===== config.mk =====
export PLATFORM = sky130hd
export DESIGN_NAME = fifo_flow_ctrl
export DESIGN_NICKNAME = d
export VERILOG_FILES = /design/src/rtl/fifo_flow_ctrl.sv
export SDC_FILE = /design/constraint.sdc
export NUM_CORES = 1
export LEC_CHECK = 0
export ABC_AREA = 1
export ABC_CLOCK_PERIOD_IN_PS = 3300
export CAP_MARGIN = 10
export CORE_AREA = 2 2 95 97
export DETAILED_ROUTE_END_ITERATION = 8
export DIE_AREA = 0 0 97 99
export PLACE_DENSITY_LB_ADDON = 0.2
export SYNTH_ARGS = -nofsm -noshare
export SYNTH_HDL_FRONTEND = slang
export SYNTH_SLANG_ARGS = --single-unit

===== constraint.sdc =====
create_clock -name clk -period 3.3 [get_ports clk]
set_clock_uncertainty 0.1 [all_clocks]
set_input_delay 0.825 -clock clk [delete_from_list [all_inputs] [get_ports clk]]
set_output_delay 0.825 -clock clk [all_outputs]
set_load 0.02 [all_outputs]

===== src/rtl/fifo_flow_ctrl.sv =====
// Parametrised synchronous FIFO with a registered read port, occupancy export,
// hysteretic producer back-pressure and sticky, cause-split error bits.
module fifo_flow_ctrl #(
  parameter int DATA_SIZE = 8,
  parameter int ADDR_SIZE = 3
) (
  input  logic                 clk,
  input  logic                 reset,
  input  logic                 push,
  input  logic [DATA_SIZE-1:0] data_in,
  input  logic                 pop,
  input  logic [ADDR_SIZE:0]   af_thr,
  input  logic [ADDR_SIZE:0]   ae_thr,
  input  logic                 err_clr,
  output logic [DATA_SIZE-1:0] data_out,
  output logic                 data_valid,
  output logic [ADDR_SIZE:0]   data_count,
  output logic                 fifo_empty,
  output logic                 fifo_full,
  output logic                 almost_full,
  output logic                 almost_empty,
  output logic                 fifo_pause,
  output logic [1:0]           fifo_error
);

  localparam int DEPTH = 2 ** ADDR_SIZE;
  localparam logic [ADDR_SIZE:0]   CNT_FULL = {1'b1, {ADDR_SIZE{1'b0}}};
  localparam logic [ADDR_SIZE:0]   CNT_ONE  = (ADDR_SIZE + 1)'(1);
  localparam logic [ADDR_SIZE-1:0] PTR_ONE  = ADDR_SIZE'(1);

  logic [DATA_SIZE-1:0] mem_q [DEPTH];

  logic [ADDR_SIZE-1:0] wr_ptr_q, wr_ptr_d;
  logic [ADDR_SIZE-1:0] rd_ptr_q, rd_ptr_d;
  logic [ADDR_SIZE:0]   count_q, count_d;
  logic [DATA_SIZE-1:0] data_out_q, data_out_d;
  logic                 data_valid_q, data_valid_d;
  logic                 pause_q, pause_d;
  logic [1:0]           error_q, error_d;
  logic                 push_ok, pop_ok;

  assign fifo_empty   = (count_q == '0);
  assign fifo_full    = (count_q == CNT_FULL);
  assign almost_full  = (count_q >= af_thr);
  assign almost_empty = (count_q <= ae_thr) && !fifo_empty;

  assign data_out   = data_out_q;
  assign data_valid = data_valid_q;
  assign data_count = count_q;
  assign fifo_pause = pause_q;
  assign fifo_error = error_q;

  always_comb begin
    pop_ok  = pop & ~fifo_empty;
    // a pop frees a slot in the same cycle, so a full FIFO still takes a push
    push_ok = push & (~fifo_full | pop_ok);

    wr_ptr_d     = wr_ptr_q;
    rd_ptr_d     = rd_ptr_q;
    count_d      = count_q;
    data_out_d   = data_out_q;
    data_valid_d = 1'b0;
    pause_d      = pause_q;
    error_d      = err_clr ? 2'b00 : error_q;

    if (push_ok) wr_ptr_d = wr_ptr_q + PTR_ONE;
    if (pop_ok) begin
      rd_ptr_d     = rd_ptr_q + PTR_ONE;
      data_out_d   = mem_q[rd_ptr_q];
      data_valid_d = 1'b1;
    end

    if (push_ok && !pop_ok)      count_d = count_q + CNT_ONE;
    else if (pop_ok && !push_ok) count_d = count_q - CNT_ONE;

    // set is tested first so it wins on misconfigured thresholds
    if (count_d >= af_thr)      pause_d = 1'b1;
    else if (count_d <= ae_thr) pause_d = 1'b0;

    if (push && !push_ok) error_d[0] = 1'b1;
    if (pop && !pop_ok)   error_d[1] = 1'b1;
  end

  always_ff @(posedge clk or posedge reset) begin
    if (reset) begin
      wr_ptr_q     <= '0;
      rd_ptr_q     <= '0;
      count_q      <= '0;
      data_out_q   <= '0;
      data_valid_q <= 1'b0;
      pause_q      <= 1'b0;
      error_q      <= '0;
    end else begin
      wr_ptr_q     <= wr_ptr_d;
      rd_ptr_q     <= rd_ptr_d;
      count_q      <= count_d;
      data_out_q   <= data_out_d;
      data_valid_q <= data_valid_d;
      pause_q      <= pause_d;
      error_q      <= error_d;
    end
  end

  always_ff @(posedge clk) begin
    if (push_ok && !reset) mem_q[wr_ptr_q] <= data_in;
  end

endmodule


==> qor.csv <==
metric,value,unit
ant_nets,0,
ctsResizeCount,2,
crit_arrival,2.26,ns
p_per_area,816,nW/um2
nets,513,
area_delta_synth_final,18.7,%
cp-end-kind,output pin,
ys_types,28,
grt_pass1_vias,2924,
syn_area,4190,um2
grt_max_degree,26,
cts_setup_buffers,0,
worstPathRequired,2.37,ns
seqPwrFrac,0.392,
slew_headroom,0.475,
final.min_clock_period,3.18,ns
overflow,0,
cts-htree-levels,3,
io_buffers,40,
tightest_slew,0.787,ns
p_leak,2.21,nW
start_util,0.490,
setup_viol_count_final,0,
switchingPower,1.63,mW
fp-row-count,34,
antenna_found_initial,0,
p_int,2.43,mW
status,completed,
drive_gt1_frac,0.130,
slew_violations,0,
synth.area.top_cells,"edfxtp_1, dfrtp_1, nand2_1",
gp_congestion,0.813,
vias,2986,
num_antenna_cells,0,
cts-root-buf,clkbuf_8,
yosysWarnings,0,
rsz0062_at_grt,false,
routed_wl,8940,um
clk_transition_reported_paths,0.09,ns
yosys.area.top_type,edfxtp_1,
max_freq,314,MHz
drt_iter0_drc,200,
cts_buffers,9,
clock_power_share,0.203,
p_total,4.06,mW
hold_buffers,0,
syn_inst,417,
route.detailed.drc,0,
critPathLaunchType,input port,
ys_seq_elements,86,
route.met2.wl,4410,um
max_cap_viol_count,0,
synth_nets,458,
die_height,99,um
core_area,8550,um2
timing.final.ws_setup,0.118,ns
hpwl,5920,um
dp_slack,-0.286,ns
syn_area_per_cell,10.1,um2
cts_tree,yes,
dr.pass1.iters,5,
die_w,97,um
min_path_type,flop to flop,
crit_fanout,2,
p_sw_frac,0.403,
dr.max_layer_used,met4,
wl_per_cell,15.3,um
ios,41,
clockBufferDepth,2,
routed_via_density,5.10,
clock-sinks,86,
fin_crit_sh,0.964,
hold_viol,0,
irDropWorstVdd,376,uV
clock_latency,0.35,ns
seq_area_frac_synth,0.590,
n_fill_cell,735,
p_comb_frac,0.405,
m1WireLength,4150,um
critical_path_class,input port to output pin,
grt.total_usage,0.196,
dr_wl_met3,210,um
grt_pass1_wl,14500,um
synth_top_area_frac,0.458,
die_area,9600,um2
[final cells by class]
class                   count  area [um2]  area share
flip-flops and latches     86        2470       0.497
clock buffers               9         124      0.0249
repair buffers             58         531       0.107
well taps                 108         135      0.0272
inverters                  57         219      0.0440
clock inverters             7        95.1      0.0191
multi-input cells         260        1400       0.281
[synthesized netlist by cell type]
| cell type | number |
|---|---|
| nand2_1 | 129 |
| edfxtp_1 | 64 |
| inv_1 | 53 |
| nand3_1 | 39 |
| dfrtp_1 | 22 |
| ha_1 | 20 |
| nor2_1 | 13 |
| a21oi_1 | 9 |
| nand2_2 | 9 |
| nand3_2 | 9 |
| o211ai_1 | 9 |
| buf_2 | 8 |
| nand4_1 | 8 |
| o21ai_0 | 4 |
| buf_1 | 2 |
| buf_12 | 2 |
| inv_2 | 2 |
| nand2_4 | 2 |
| nor2_2 | 2 |
| o22ai_1 | 2 |
| xor2_1 | 2 |
| buf_6 | 1 |
| clkbuf_1 | 1 |
| clkinv_1 | 1 |
| inv_6 | 1 |
| o21ai_2 | 1 |
| or2_4 | 1 |
| xnor2_1 | 1 |
[worst paths after layout]
| path | slack, ns | startpoint | end | depth (start not counted) |
|---|---|---|---|---|
| setup / recovery | 0.12 | af_thr[1] | almost_full | 8 |
| hold / removal | 0.40 | data_out[4] | data_out[4] | 2 |
| setup reg to reg | 0.79 | data_count[0] | fifo_pause | 14 |
| hold reg to reg | 0.40 | data_out[4] | data_out[4] | 2 |
| max in group asynchronous | 2.04 | reset | fifo_pause | 3 |
| min in group asynchronous | 0.82 | reset | data_out[4] | 3 |
[per-layer routing]
layer / track usage / up-vias
met5: 0 / -
li1: - / 1487
met4: 0.0758 / 0
met3: 0.0262 / 12
met2: 0.326 / 39
met1: 0.262 / 1448
[flip-flops by register name (all words and copies together), names as in the netlist]
register,cells
wr_ptr_q,3
data_count,4
data_valid,1
mem_q,64
fifo_pause,1
rd_ptr_q,3
fifo_error,2
data_out,8
[worst max-delay path: stages]
cell	delay, ns
clkdlybuf4s50_1	0.45
inv_1	0.05
ha_1	0.30
inv_1	0.06
nor2_1	0.04
o211ai_1	0.15
nand3_1	0.09
clkdlybuf4s15_1	0.29
[metrics by stage]
stage           util  cell area [um2]  hold WS, ns  setup TNS (ns)  std cells
2_1_floorplan      -             4190        0.383               0        417
3_3_place_gp   0.557             4760        0.380          -0.302        569
3_5_place_dp   0.557             4760        0.387          -0.442        569
4_1_cts        0.582             4980        0.408               0        585
5_1_grt        0.582             4970        0.439               0        585
6_report       0.582             4970        0.398               0        585
[logic make-up (layout without fill, tap and decap cells)]
logic type | Yosys count | in the layout | synth area share
AO/OA/AOI/OAI | 25 | 25 | 0.0367
XOR/XNOR | 3 | 3 | 0.00627
adder cells (fa/ha/maj) | 20 | 20 | 0.0597
buffers and inverters | 71 | 131 | 0.0767
flip-flops | 86 | 86 | 0.590
AND/OR/NAND/NOR | 212 | 212 | 0.231
[power by group through the flow]
stage / clock network, mW / registers (mW) / logic, mW
final: 0.823 / 1.59 / 1.64
after global routing: 0.868 / 1.62 / 1.86
after CTS: 0.832 / 1.60 / 1.66
after detailed placement: 0 / 1.62 / 1.67
after global placement: 0 / 1.61 / 1.63
after floorplan: 0 / 1.57 / 1.14
[cell usage in the layout, fill, tap and decap left out, drive strengths merged, types with 3 or more instances in the layout]
master           n
nand2          140
edfxtp          64
inv             59
nand3           48
clkdlybuf4s50   38
dfrtp           22
ha              20
buf             18
nor2            15
clkbuf          10
o211ai           9
a21oi            9
nand4            8
o21ai            5
clkinv           3
Power figures use the tool's default switching activity.
